<file path="config.mk">
export PLATFORM = sky130hd
export DESIGN_NAME = fpnew_rob_issuer
export DESIGN_NICKNAME = d
export VERILOG_FILES = /design/src/rtl/fpnew_rob_issuer.sv
export SDC_FILE = /design/constraint.sdc
export NUM_CORES = 1
export LEC_CHECK = 0
export CORE_AREA = 2 2 230 232
export CTS_BUF_LIST = sky130_fd_sc_hd__clkbuf_8 sky130_fd_sc_hd__clkbuf_16
export CTS_CLUSTER_DIAMETER = 80
export DETAILED_ROUTE_END_ITERATION = 16
export DIE_AREA = 0 0 232 234
export PLACE_DENSITY = 0.56
export SYNTH_ARGS = -nofsm -noshare
export SYNTH_HDL_FRONTEND = slang
export SYNTH_SLANG_ARGS = --single-unit
</file>
<file path="constraint.sdc">
create_clock -name clk_i -period 10.8 [get_ports clk_i]
set_input_delay 1.62 -clock clk_i [delete_from_list [all_inputs] [get_ports clk_i]]
set_output_delay 1.62 -clock clk_i [all_outputs]
set_load 0.01 [all_outputs]
</file>
<file path="src/rtl/fpnew_rob_issuer.sv">
// fpnew_rob_issuer: tags core requests, issues them to the FPU, reorders the
// out-of-order FPU results and retires them to the core in issue order.
module fpnew_rob_issuer #(
  parameter int unsigned Width       = 64,
  parameter int unsigned NumOperands = 3,
  parameter int unsigned CtrlWidth   = 16,
  parameter int unsigned IdWidth     = 5,
  parameter int unsigned Depth       = 4,
  localparam int unsigned TagWidth   = $clog2(Depth)
) (
  input  logic                         clk_i,
  input  logic                         rst_i,
  // core request
  input  logic                         req_valid_i,
  output logic                         req_ready_o,
  input  logic [NumOperands*Width-1:0] req_operands_i,
  input  logic [CtrlWidth-1:0]         req_ctrl_i,
  input  logic [IdWidth-1:0]           req_id_i,
  // FPU input port
  output logic                         fpu_in_valid_o,
  input  logic                         fpu_in_ready_i,
  output logic [NumOperands*Width-1:0] fpu_operands_o,
  output logic [CtrlWidth-1:0]         fpu_ctrl_o,
  output logic [TagWidth-1:0]          fpu_tag_o,
  // FPU output port
  input  logic                         fpu_out_valid_i,
  output logic                         fpu_out_ready_o,
  input  logic [Width-1:0]             fpu_result_i,
  input  logic [4:0]                   fpu_status_i,
  input  logic [TagWidth-1:0]          fpu_tag_i,
  // in-order response
  output logic                         rsp_valid_o,
  input  logic                         rsp_ready_i,
  output logic [Width-1:0]             rsp_result_o,
  output logic [4:0]                   rsp_status_o,
  output logic [IdWidth-1:0]           rsp_id_o,
  // control / status
  input  logic                         flush_i,
  input  logic                         fflags_clr_i,
  output logic [4:0]                   fflags_o,
  output logic [TagWidth:0]            outstanding_o,
  output logic                         spurious_o,
  output logic                         busy_o
);

  localparam logic [TagWidth:0] PtrOne = 1;

  logic [TagWidth:0]    head_q, tail_q;
  logic [Depth-1:0]     alloc_q, done_q;
  logic [IdWidth-1:0]   id_q     [Depth];
  logic [Width-1:0]     result_q [Depth];
  logic [4:0]           status_q [Depth];
  logic [4:0]           fflags_q;
  logic                 spurious_q;

  logic [TagWidth-1:0]  head_idx, tail_idx;
  logic                 full;
  logic                 issue_fire, retire_fire;
  logic                 capture_hit, capture_ok, capture_drop;

  assign head_idx = head_q[TagWidth-1:0];
  assign tail_idx = tail_q[TagWidth-1:0];
  assign full     = (head_idx == tail_idx) && (head_q[TagWidth] != tail_q[TagWidth]);

  // Issue path is a pure pass-through gated by free space and flush.
  assign fpu_in_valid_o = req_valid_i & ~full & ~flush_i;
  assign req_ready_o    = fpu_in_ready_i & ~full & ~flush_i;
  assign fpu_operands_o = req_operands_i;
  assign fpu_ctrl_o     = req_ctrl_i;
  assign fpu_tag_o      = tail_idx;
  assign issue_fire     = req_valid_i & req_ready_o;

  // Results are always accepted; the tag allocator guarantees a slot.
  assign fpu_out_ready_o = 1'b1;
  assign capture_hit     = alloc_q[fpu_tag_i] & ~done_q[fpu_tag_i];
  assign capture_ok      = fpu_out_valid_i & ~flush_i & capture_hit;
  assign capture_drop    = fpu_out_valid_i & ~flush_i & ~capture_hit;

  assign rsp_valid_o  = alloc_q[head_idx] & done_q[head_idx];
  assign rsp_result_o = result_q[head_idx];
  assign rsp_status_o = status_q[head_idx];
  assign rsp_id_o     = id_q[head_idx];
  assign retire_fire  = rsp_valid_o & rsp_ready_i & ~flush_i;

  assign fflags_o      = fflags_q;
  assign spurious_o    = spurious_q;
  assign outstanding_o = tail_q - head_q;
  assign busy_o        = |outstanding_o;

  // Pointers and per-entry alloc/done flags; flush overrides everything.
  always_ff @(posedge clk_i) begin
    if (rst_i || flush_i) begin
      head_q     <= '0;
      tail_q     <= '0;
      alloc_q    <= '0;
      done_q     <= '0;
      spurious_q <= 1'b0;
    end else begin
      spurious_q <= capture_drop;
      if (issue_fire) begin
        alloc_q[tail_idx] <= 1'b1;
        done_q[tail_idx]  <= 1'b0;
        tail_q            <= tail_q + PtrOne;
      end
      if (capture_ok) begin
        done_q[fpu_tag_i] <= 1'b1;
      end
      if (retire_fire) begin
        alloc_q[head_idx] <= 1'b0;
        done_q[head_idx]  <= 1'b0;
        head_q            <= head_q + PtrOne;
      end
    end
  end

  // Entry payloads need no reset: they are only read when alloc and done are set.
  always_ff @(posedge clk_i) begin
    if (issue_fire) begin
      id_q[tail_idx] <= req_id_i;
    end
    if (capture_ok) begin
      result_q[fpu_tag_i] <= fpu_result_i;
      status_q[fpu_tag_i] <= fpu_status_i;
    end
  end

  // Sticky exception flags; a clear coinciding with a retire keeps only that status.
  always_ff @(posedge clk_i) begin
    if (rst_i) begin
      fflags_q <= '0;
    end else if (retire_fire) begin
      fflags_q <= fflags_clr_i ? status_q[head_idx] : (fflags_q | status_q[head_idx]);
    end else if (fflags_clr_i) begin
      fflags_q <= '0;
    end
  end

endmodule

</file>
==> impl_metrics.prom, run 1 <==
# TYPE chip_impl_metric gauge
chip_impl_metric{name="tns",unit="ns"} 0
chip_impl_metric{name="clkSinkCount",unit=""} 318
chip_impl_metric{name="max-slew-margin-rel",unit="%"} 39.0
chip_impl_metric{name="cts.clk_slew.worst_paths",unit="ns"} 0.06
chip_impl_metric{name="synth.distinct_cells",unit=""} 35
chip_impl_metric{name="first_global_vias",unit=""} 6692
chip_impl_metric{name="cts.repair_timing.setup_buffer_count",unit=""} 0
chip_impl_info{name="crit_path_cell_trace",value="buf_4 -> mux4_2 -> clkdlybuf4s50_1"} 1
chip_impl_info{name="endpoint_kind",value="primary output"} 1
chip_impl_metric{name="sequential_element_share_of_the_synthesized_area",unit="%"} 69.7
chip_impl_metric{name="detailedPlace.worstSlack",unit="ns"} 6.19
chip_impl_metric{name="cts_resized",unit=""} 0
chip_impl_metric{name="finalHoldViolations",unit=""} 0
chip_impl_info{name="tritoncts",value="yes"} 1
chip_impl_metric{name="syn-num-nets",unit=""} 1034
chip_impl_metric{name="proportion_of_synthesized_flip_flops_having_asynchronous_set_or_reset",unit="%"} 0
chip_impl_info{name="hp-start",value="fflags_o[3]"} 1
chip_impl_metric{name="setup_viol_count_final",unit=""} 0
chip_impl_metric{name="ys_warn_count",unit=""} 0
chip_impl_info{name="main_area_contributors_after_synthesis",value="edfxtp_1 (66%), mux4_2 (13%), buf_4 (12%)"} 1
chip_impl_metric{name="boundaryPins",unit=""} 590
chip_impl_metric{name="ir_drop",unit="uV"} 110
chip_impl_metric{name="grt_first_pass_wirelength",unit="um"} 64400
chip_impl_metric{name="port_buffers",unit=""} 172
chip_impl_metric{name="cts.htree.levels",unit=""} 2
chip_impl_metric{name="timing.final.crit_period",unit="ns"} 5.01
chip_impl_metric{name="pin_count_of_the_biggest_net_entering_global_routing",unit=""} 55
chip_impl_metric{name="areaGrowthSynthToFinish",unit="%"} 16.9
chip_impl_metric{name="synth_enable_flop_cells",unit=""} 296
chip_impl_metric{name="synth_compound_gate_area_share",unit="%"} 1.45
chip_impl_metric{name="final-seq-area",unit="um^2"} 9340
chip_impl_metric{name="routed_wl_per_cell",unit="um"} 35.1
chip_impl_metric{name="synth_fa_ha_area_share",unit="%"} 1.09
chip_impl_metric{name="gp_congestion",unit=""} 0.780
chip_impl_metric{name="yosys.area_share.xor_xnor",unit="%"} 0.262
chip_impl_metric{name="data_arrival_critical_path",unit="ns"} 3.39
chip_impl_metric{name="drt-vias-per-instance",unit=""} 4.45
chip_impl_info{name="cell_at_the_root_of_the_clock_tree",value="clkbuf_16"} 1
chip_impl_info{name="critical_path.startpoint_type",value="flop"} 1
chip_impl_metric{name="antenna_found_initial",unit=""} 4
chip_impl_metric{name="dpl.cell_count",unit=""} 1368
chip_impl_metric{name="clk-insertion-delay-late",unit="ns"} 0.54
chip_impl_metric{name="nNetsFinal",unit=""} 1021
chip_impl_metric{name="fmax",unit="MHz"} 199
chip_impl_metric{name="detailedRoute.firstIterationViolations",unit=""} 382
chip_impl_metric{name="setup_ws",unit="ns"} 5.79
chip_impl_metric{name="grt_use_total",unit="%"} 17.9
chip_impl_info{name="crit_path_top_delay_cell",value="dfxtp_4"} 1
chip_impl_metric{name="cts_buffers",unit=""} 36
chip_impl_metric{name="area_taken_by_multi_input_logic_gates",unit="um^2"} 2360
chip_impl_metric{name="drive_above_1_share",unit="%"} 19.8
chip_impl_metric{name="p_per_area",unit="nW/um^2"} 173
chip_impl_info{name="critical_path.reg2reg.endpoint",value="fflags_o[2]"} 1
chip_impl_metric{name="worst-slew-pin-transition",unit="ns"} 0.915
chip_impl_info{name="combinational_family_with_the_most_area_after_synthesis",value="buffers and inverters"} 1
chip_impl_metric{name="worst_clock_skew",unit="ns"} 0.0103
chip_impl_metric{name="setup.reg_to_reg.worst_slack",unit="ns"} 8.08
chip_impl_metric{name="dieHeight",unit="um"} 234
chip_impl_metric{name="synth_top_area_share",unit="%"} 66.4
chip_impl_info{name="yosys-top-cells-count",value="edfxtp_1 (296), buf_4 (211), mux4_2 (75)"} 1
chip_impl_metric{name="rr_worst_depth",unit=""} 4
chip_impl_metric{name="finalNonFillerCells",unit=""} 1435
chip_impl_info{name="hold_end",value="fflags_o[3]"} 1
chip_impl_metric{name="layout_worst_path_cycle_share",unit="%"} 46.4
chip_impl_metric{name="gr-total-overflow",unit=""} 0
chip_impl_metric{name="fp-row-count",unit=""} 84
chip_impl_metric{name="via_count",unit=""} 6382
chip_impl_metric{name="postSynthCellCount",unit=""} 731
chip_impl_metric{name="cts_hold_buf",unit=""} 0
chip_impl_metric{name="floorplan.initialDensity",unit="%"} 25.7
chip_impl_metric{name="hold_path_depth",unit=""} 2
chip_impl_metric{name="hpwl",unit="um"} 38500
chip_impl_metric{name="postRouteWirelength",unit="um"} 50300
chip_impl_info{name="outcome",value="complete, no violations"} 1
chip_impl_metric{name="post_synth_instance_area",unit="um^2"} 13400
chip_impl_metric{name="final_hold_slack",unit="ns"} 0.477
chip_impl_metric{name="critPathMaxFanout",unit=""} 41
chip_impl_metric{name="synth-simple-area-share",unit="%"} 1.88
chip_impl_metric{name="antenna_left",unit=""} 0
chip_impl_info{name="worstSetupPathType",value="reg -> out"} 1
chip_impl_metric{name="floorplan.core_area",unit="um^2"} 52000
chip_impl_metric{name="fin_total_pwr",unit="uW"} 2700
chip_impl_info{name="yosys.cell_count.top_type",value="edfxtp_1"} 1
chip_impl_metric{name="drc_errors",unit=""} 0
chip_impl_metric{name="maxSlewViolCount",unit=""} 0
chip_impl_info{name="synthFlopType",value="edfxtp_1"} 1
chip_impl_metric{name="ctsLongestPathBuffers",unit=""} 3
chip_impl_metric{name="synthesis.area_per_instance",unit="um^2"} 18.3
chip_impl_info{name="min_path_type",value="reg -> reg"} 1
chip_impl_metric{name="ys_seq_elements",unit=""} 318
chip_impl_metric{name="static-leakage-power",unit="uW"} 0.00481
chip_impl_metric{name="die_width",unit="um"} 232
chip_impl_info{name="synthDominantAreaCellType",value="edfxtp_1"} 1
chip_impl_metric{name="n_fill_cell",unit=""} 5087
chip_impl_info{name="unrepaired_setup_endpoints_after_global_routing",value="no"} 1
chip_impl_metric{name="synth.area.mux_share",unit="%"} 12.7
chip_impl_metric{name="max_stage_delay",unit="ns"} 0.85
chip_impl_metric{name="drt_first_pass_iters",unit=""} 4
chip_impl_metric{name="max_cap_violations",unit=""} 0
chip_impl_metric{name="cp.required",unit="ns"} 9.18
chip_impl_metric{name="die_area",unit="um^2"} 54300
==> report_power, final <==
group	switching, uW	leakage [uW]	internal, uW
combinational	24.9	0.00134	32.3
sequential	0.551	0.00284	1350
clock	511	0.000627	784
total	536	0.00481	2160
==> cell type report <==
| type | count | area share [%] |
|---|---|---|
| clock inverter | 30 | 2.30 |
| clock buffer | 36 | 5.76 |
| sequential | 318 | 59.7 |
| multi-input combinational | 171 | 15.1 |
| inverter | 12 | 0.288 |
| antenna | 1 | 0.0160 |
| timing repair buffer | 179 | 11.3 |
| tap | 688 | 5.51 |
==> layer usage <==
layer	wire, um	global-route usage [%]
met3	11500	19.0
met1	14600	16.0
met4	1560	5.57
met5	309	3.84
met2	22300	26.5
==> registers in the layout (all words and copies together), names as in the netlist, named ones only <==
name	cells
tail_q	3
result_q	256
fflags_o	5
alloc_q	4
done_q	4
id_q	20
head_q	3
status_q	20
spurious_o	1
==> critical path, delay by kind of cell (launching register included) <==
kind	cells	cell delay [ns]
buffers and inverters	2	1.34
flip-flops	1	0.85
multiplexers	1	0.62
==> through the flow <==
step / util [%] / instance area, um^2
finish: 30.1 / 15600
global route: 30.1 / 15600
CTS: 30.1 / 15600
detailed placement: 27.6 / 14400
global placement: 27.6 / 14400
floorplan: - / 13400
==> worst max-delay path by stage <==
stage | cells past startpoint | slack (ns) | end
finish | 3 | 5.79 | rsp_status_o[2]
global route | 3 | 5.46 | rsp_status_o[2]
CTS | 3 | 5.59 | rsp_status_o[2]
detailed placement | 3 | 6.19 | rsp_status_o[2]
global placement | 3 | 6.21 | rsp_status_o[2]
floorplan | 3 | 1.77 | result_q[0][0]
==> cell usage in the layout, fill, tap and decap left out, types with 7 or more instances in the layout <==
master and n:
nand2_1 8, buf_4 7, dfxtp_1 20, edfxtp_1 296, clkbuf_16 36, nor2_1 8, ha_1 10, clkdlybuf4s50_1 172
inv_1 13, mux4_2 75, nand3_1 10, bufinv_16 7, a21oi_1 12, clkinv_2 9
==> cell families after synthesis <==
logic type                 count (synthesis)
adders and majority gates                 11
other                                      1
xor gates and xnor gates                   4
DFF                                      318
AOI/OAI and AO/OA                         31
buffers and inverters                    242
muxes                                     76
and+or+nand+nor                           48
Power figures use the tool's default switching activity.
==> run 2, diff against run 1 <==
- CORE_AREA: 2 2 230 232 -> 2 2 228 230
- DIE_AREA: 0 0 232 234 -> 0 0 230 232
- PLACE_DENSITY: 0.56 -> 0.59
- clock period: 10.8 -> 4.32 ns (I/O delays scaled with it)
==> impl_metrics.prom, run 2 (synthesis gave the netlist of run 1 again) <==
# TYPE chip_impl_metric gauge
chip_impl_metric{name="max_cap_violations",unit=""} 0
chip_impl_metric{name="fin_total_pwr",unit="uW"} 6190
chip_impl_metric{name="cp.required",unit="ns"} 3.67
chip_impl_metric{name="worst_clock_skew",unit="ns"} 0.0174
chip_impl_info{name="unrepaired_setup_endpoints_after_global_routing",value="no"} 1
chip_impl_metric{name="setup.reg_to_reg.worst_slack",unit="ns"} 2.14
chip_impl_metric{name="dieHeight",unit="um"} 232
chip_impl_metric{name="hpwl",unit="um"} 37600
chip_impl_metric{name="boundaryPins",unit=""} 590
chip_impl_metric{name="antenna_found_initial",unit=""} 4
chip_impl_info{name="hp-start",value="fflags_o[4]"} 1
chip_impl_info{name="crit_path_top_delay_cell",value="clkdlybuf4s50_1"} 1
chip_impl_metric{name="drc_errors",unit=""} 0
chip_impl_metric{name="port_buffers",unit=""} 172
chip_impl_info{name="outcome",value="complete, no violations"} 1
chip_impl_metric{name="maxSlewViolCount",unit=""} 0
chip_impl_metric{name="layout_worst_path_cycle_share",unit="%"} 76.0
chip_impl_metric{name="antenna_left",unit=""} 0
chip_impl_metric{name="rr_worst_depth",unit=""} 5
chip_impl_metric{name="final_core_occ",unit="%"} 30.6
chip_impl_metric{name="cts_buffers",unit=""} 34
chip_impl_metric{name="cts_hold_buf",unit=""} 0
chip_impl_info{name="register_bank_with_the_most_flops",value="result_q"} 1
chip_impl_metric{name="cts.htree.levels",unit=""} 2
chip_impl_metric{name="worst-slew-pin-transition",unit="ns"} 0.787
chip_impl_metric{name="data_arrival_critical_path",unit="ns"} 2.64
chip_impl_metric{name="drive_above_1_share",unit="%"} 19.1
chip_impl_metric{name="n_antenna_cell",unit=""} 0
chip_impl_metric{name="max_stage_delay",unit="ns"} 0.49
chip_impl_metric{name="setup_viol_count_final",unit=""} 0
chip_impl_metric{name="first_global_vias",unit=""} 6715
chip_impl_metric{name="ctsLongestPathBuffers",unit=""} 3
chip_impl_info{name="critical_path.reg2reg.endpoint",value="id_q[3][4]"} 1
chip_impl_metric{name="postRouteWirelength",unit="um"} 48300
chip_impl_metric{name="max-slew-margin-rel",unit="%"} 47.6
chip_impl_metric{name="critPathMaxFanout",unit=""} 5
chip_impl_metric{name="hold_path_depth",unit=""} 2
chip_impl_metric{name="ir_drop",unit="uV"} 291
chip_impl_metric{name="die_area",unit="um^2"} 53400
chip_impl_metric{name="floorplan.initialDensity",unit="%"} 26.3
chip_impl_metric{name="tns",unit="ns"} 0
chip_impl_metric{name="drt-vias-per-instance",unit=""} 4.45
chip_impl_metric{name="gr-total-overflow",unit=""} 0
chip_impl_metric{name="via_count",unit=""} 6364
chip_impl_metric{name="final_hold_slack",unit="ns"} 0.468
chip_impl_info{name="critical_path.startpoint_type",value="flop"} 1
chip_impl_metric{name="finalHoldViolations",unit=""} 0
chip_impl_metric{name="p_per_area",unit="nW/um^2"} 398
chip_impl_info{name="critPathTopFamily",value="adder cells"} 1
chip_impl_metric{name="n_fill_cell",unit=""} 5001
chip_impl_metric{name="gp_congestion",unit=""} 0.836
chip_impl_metric{name="areaGrowthSynthToFinish",unit="%"} 16.4
chip_impl_metric{name="die_width",unit="um"} 230
chip_impl_info{name="worstSetupPathType",value="reg -> out"} 1
chip_impl_metric{name="cts.repair_timing.setup_buffer_count",unit=""} 0
chip_impl_metric{name="timing.final.crit_period",unit="ns"} 3.28
chip_impl_metric{name="pin_count_of_the_biggest_net_entering_global_routing",unit=""} 71
chip_impl_info{name="min_path_type",value="reg -> reg"} 1
chip_impl_metric{name="final-seq-area",unit="um^2"} 9340
chip_impl_metric{name="fp-row-count",unit=""} 83
chip_impl_info{name="layout.cells.most_common_list",value="edfxtp_1 (296), clkdlybuf4s50_1 (172), mux4_2 (75)"} 1
chip_impl_metric{name="largest_reg_flops",unit=""} 256
chip_impl_info{name="cell_at_the_root_of_the_clock_tree",value="clkbuf_16"} 1
chip_impl_metric{name="cts_resized",unit=""} 0
chip_impl_metric{name="area_taken_by_multi_input_logic_gates",unit="um^2"} 2370
chip_impl_metric{name="grt_use_total",unit="%"} 17.6
chip_impl_metric{name="detailedRoute.firstIterationViolations",unit=""} 376
chip_impl_info{name="biggestRegsByFlops",value="result_q: 256 flops, id_q: 20 flops, status_q: 20 flops"} 1
chip_impl_info{name="hold_end",value="fflags_o[4]"} 1
chip_impl_info{name="crit_path_cell_trace",value="inv_1 -> ha_1 -> fa_1 -> inv_1 -> or3_1 -> clkdlybuf4s50_1"} 1
chip_impl_metric{name="fmax",unit="MHz"} 305
chip_impl_metric{name="floorplan.core_area",unit="um^2"} 50900
chip_impl_metric{name="clk-insertion-delay-late",unit="ns"} 0.53
chip_impl_metric{name="drt_first_pass_iters",unit=""} 4
chip_impl_info{name="endpoint_kind",value="primary output"} 1
chip_impl_metric{name="cts.clk_slew.worst_paths",unit="ns"} 0.06
chip_impl_info{name="cpMostUsedCell",value="inv_1"} 1
chip_impl_metric{name="clkSinkCount",unit=""} 318
chip_impl_metric{name="nNetsFinal",unit=""} 1028
chip_impl_info{name="reg2reg_start",value="head_q[1]"} 1
chip_impl_info{name="tritoncts",value="yes"} 1
chip_impl_metric{name="critical_path.n_buffers_inverters",unit=""} 3
chip_impl_metric{name="grt_first_pass_wirelength",unit="um"} 62500
chip_impl_metric{name="routed_wl_per_cell",unit="um"} 33.8
chip_impl_info{name="layout.cells.most_common",value="edfxtp_1"} 1
chip_impl_metric{name="static-leakage-power",unit="uW"} 0.00479
run 2: changes by cell type in the layout (fill, tap and decap cells not counted), sizes merged:
cell	change
buf	+9
inv	+10
diode	-1
bufinv	-7
clkinv	-10
clkbuf	+1
run 2: worst reg2reg max path, delay by kind of cell, from the launching register on:
kind | cells | cell delay [ns]
compound gates | 1 | 0.55
fa+ha+maj | 1 | 0.31
buf+inv | 2 | 0.47
flops | 1 | 0.47
simple gates | 1 | 0.08
run 2: layout make-up:
cell class,instances,area share (%)
multi-input cells,171,15.2
well taps,680,5.47
inverters,12,0.289
repair buffers,188,12.5
clock buffers,37,5.80
flip-flops and latches,318,60.0
clock inverters,23,0.772
run 2: metal layers:
metal	wire length (um)	vias up	track usage, %
met5	260	-	3.31
met4	1600	8	5.77
met3	11900	108	19.9
met2	21500	531	26.1
met1	13000	3145	14.7
li1	-	2572	-
run 2: metrics by stage:
step	cells	instance area [um^2]	worst slack (ns)
finish	1429	15600	1.04
global route	1429	15600	0.858
CTS	1429	15600	0.962
detailed placement	1369	14500	1.40
global placement	1369	14500	1.43
floorplan	731	13400	0.0401
run 2: power by group:
group          internal, uW  switching, uW  total (uW)
logic                  80.9           67.3         148
clock network          1510           1170        2680
registers              3360           1.16        3360
total                  4950           1240        6190
run 2: worst max path at each step:
stage                       end  depth (start not counted)         start  slack, ns
5_1_grt                  busy_o                          6     tail_q[0]       0.86
3_5_place_dp    result_q[3][24]                          4       flush_i       1.40
3_3_place_gp     result_q[3][2]                          4       flush_i       1.43
2_1_floorplan    result_q[2][0]                          3  fpu_tag_i[0]       0.04
4_1_cts        rsp_result_o[18]                          3          flop       0.96
6_report                 busy_o                          6     tail_q[0]       1.04
==> run 3, diff against run 2 <==
- clock period: 4.32 -> 3 ns (I/O delays scaled with it)
==> impl_metrics.prom, run 3 (synthesis gave the netlist of run 1 again) <==
# TYPE chip_impl_metric gauge
chip_impl_info{name="layout.cells.most_common_list",value="edfxtp_1 (296), clkdlybuf4s50_1 (171), mux4_2 (75)"} 1
chip_impl_info{name="outcome",value="complete, no violations"} 1
chip_impl_metric{name="fin_total_pwr",unit="uW"} 9280
chip_impl_info{name="register_bank_with_the_most_flops",value="result_q"} 1
chip_impl_metric{name="areaGrowthSynthToFinish",unit="%"} 18.2
chip_impl_metric{name="maxSlewViolCount",unit=""} 0
chip_impl_metric{name="worst_clock_skew",unit="ns"} 0.0208
chip_impl_metric{name="layout_worst_path_cycle_share",unit="%"} 95.4
chip_impl_metric{name="net-switching-power",unit="uW"} 1790
chip_impl_info{name="endpoint_kind",value="primary output"} 1
chip_impl_metric{name="routed_wl_per_cell",unit="um"} 33.0
chip_impl_info{name="critical_path.startpoint_type",value="flop"} 1
chip_impl_metric{name="floorplan.core_area",unit="um^2"} 50900
chip_impl_info{name="tritoncts",value="yes"} 1
chip_impl_metric{name="detailedPlace.worstSlack",unit="ns"} 0.415
chip_impl_metric{name="setup_viol_count_final",unit=""} 0
chip_impl_metric{name="worst-slew-pin-transition",unit="ns"} 0.529
chip_impl_metric{name="drive_above_1_share",unit="%"} 21.6
chip_impl_info{name="biggestRegsByFlops",value="result_q: 256 flops, id_q: 20 flops, status_q: 20 flops"} 1
chip_impl_metric{name="flop_pwr_share",unit="%"} 52.2
chip_impl_metric{name="antenna_left",unit=""} 0
chip_impl_metric{name="port_buffers",unit=""} 172
chip_impl_metric{name="finalNonFillerCells",unit=""} 1441
chip_impl_metric{name="hpwl",unit="um"} 37100
chip_impl_metric{name="pin_count_of_the_biggest_net_entering_global_routing",unit=""} 62
chip_impl_info{name="cell_at_the_root_of_the_clock_tree",value="clkbuf_16"} 1
chip_impl_metric{name="final_hold_slack",unit="ns"} 0.479
chip_impl_metric{name="max-slew-margin-rel",unit="%"} 64.7
chip_impl_metric{name="detailedRoute.firstIterationViolations",unit=""} 409
chip_impl_metric{name="finalHoldViolations",unit=""} 0
chip_impl_metric{name="setup_ws",unit="ns"} 0.139
chip_impl_info{name="unrepaired_setup_endpoints_after_global_routing",value="no"} 1
chip_impl_metric{name="grt_use_total",unit="%"} 17.3
chip_impl_metric{name="p_per_area",unit="nW/um^2"} 587
chip_impl_metric{name="cts.clk_slew.worst_paths",unit="ns"} 0.06
chip_impl_metric{name="largest_reg_flops",unit=""} 256
chip_impl_metric{name="internal-power",unit="uW"} 7490
chip_impl_metric{name="cp.required",unit="ns"} 2.55
chip_impl_metric{name="grt_first_pass_wirelength",unit="um"} 62200
chip_impl_metric{name="drt-vias-per-instance",unit=""} 4.41
chip_impl_metric{name="clkSinkCount",unit=""} 318
chip_impl_metric{name="ctsLongestPathBuffers",unit=""} 3
chip_impl_metric{name="gr-total-overflow",unit=""} 0
chip_impl_metric{name="boundaryPins",unit=""} 590
chip_impl_metric{name="first_global_vias",unit=""} 6723
chip_impl_metric{name="data_arrival_critical_path",unit="ns"} 2.41
chip_impl_metric{name="drt_first_pass_iters",unit=""} 4
chip_impl_metric{name="cts_buffers",unit=""} 35
chip_impl_metric{name="die_width",unit="um"} 230
chip_impl_metric{name="power.combinational.fraction",unit="%"} 2.3
chip_impl_info{name="min_path_type",value="reg -> reg"} 1
chip_impl_metric{name="clock_power_share",unit="%"} 45.4
chip_impl_metric{name="n_antenna_cell",unit=""} 0
chip_impl_info{name="worstSetupPathType",value="reg -> out"} 1
chip_impl_metric{name="critPathMaxFanout",unit=""} 5
chip_impl_metric{name="timing.final.crit_period",unit="ns"} 2.86
chip_impl_metric{name="ir_drop",unit="uV"} 436
chip_impl_metric{name="cts.htree.levels",unit=""} 2
chip_impl_metric{name="cts_hold_buf",unit=""} 0
chip_impl_metric{name="via_count",unit=""} 6355
chip_impl_metric{name="max_cap_violations",unit=""} 0
chip_impl_metric{name="floorplan.initialDensity",unit="%"} 26.3
chip_impl_metric{name="dieHeight",unit="um"} 232
chip_impl_metric{name="drc_errors",unit=""} 0
chip_impl_metric{name="postRouteWirelength",unit="um"} 47600
chip_impl_info{name="layout.cells.most_common",value="edfxtp_1"} 1
chip_impl_metric{name="die_area",unit="um^2"} 53400
chip_impl_metric{name="static-leakage-power",unit="uW"} 0.00490
chip_impl_metric{name="switching_share_of_power",unit="%"} 19.3
chip_impl_metric{name="fmax",unit="MHz"} 350
chip_impl_metric{name="dpl.cell_count",unit=""} 1376
chip_impl_metric{name="antenna_found_initial",unit=""} 0
chip_impl_metric{name="nNetsFinal",unit=""} 1040
chip_impl_metric{name="clk-insertion-delay-late",unit="ns"} 0.53
chip_impl_metric{name="gp_congestion",unit=""} 0.742
chip_impl_metric{name="fp-row-count",unit=""} 83
## run 3: changes by cell type in the layout (fill, tap and decap cells not counted), moves of 2 or more
cell       previous run  this run
buf_12                8        10
clkbuf_8              2         0
dfxtp_1              20        18
inv_1                22        17
buf_4                 8        17
bufinv_16             0         4
dfxtp_2               0         2
## run 3: power by group through the flow
stage | clock (uW) | combinational, uW | sequential [uW]
6_report | 4220 | 216 | 4850
5_1_grt | 4500 | 231 | 4840
4_1_cts | 4320 | 218 | 4850
3_5_place_dp | 0 | 216 | 4940
3_3_place_gp | 0 | 210 | 4940
2_1_floorplan | 0 | 315 | 4940
## run 3: area by class of cell
type / count / area, um^2
Fill cell: 4970 / 35100
Sequential cell: 318 / 9340
Multi-Input combinational cell: 171 / 2380
Timing Repair Buffer: 199 / 2050
Clock buffer: 36 / 901
Tap cell: 680 / 851
Clock inverter: 25 / 233
Inverter: 12 / 62.6
## run 3: per-layer routing
layer	GRT usage [%]	wire (um)	up-vias
li1	-	-	2596
met1	15.0	13700	3143
met2	27.0	21800	503
met3	17.5	10500	111
met4	5.38	1440	2
met5	2.39	149	-
## run 3: repair_timing
| item | in CTS | in global routing |
|---|---|---|
| gates resized for setup | 3 | 1 |
| endpoints found under the setup margin | 30 | 1 |
| endpoints found under the hold margin | 0 | 0 |
| setup buffers | 4 | 0 |
| pin swaps | 0 | 1 |
## run 3: metrics by stage
stage | utilization [%] | area (um^2) | setup TNS [ns]
after floorplan | - | 13400 | -165.58
after global placement | 28.7 | 14600 | 0
after detailed placement | 28.7 | 14600 | 0
after CTS | 31.1 | 15800 | 0
after global routing | 31.1 | 15800 | 0
final | 31.1 | 15800 | 0
## run 3: worst paths after layout
kind,cells past startpoint,start,slack [ns],to
setup / recovery,6,head_q[1],0.14,fpu_in_valid_o
hold / removal,2,fflags_o[0],0.48,fflags_o[0]
setup reg to reg,5,head_q[1],1.01,id_q[2][2]
hold reg to reg,2,fflags_o[0],0.48,fflags_o[0]
## run 3: worst max-delay path: stages (launching register included)
cell	delay, ns
dfxtp_2	0.37
inv_1	0.11
ha_1	0.28
nand2_1	0.12
nor2_1	0.08
nor3b_2	0.32
clkdlybuf4s50_1	0.60
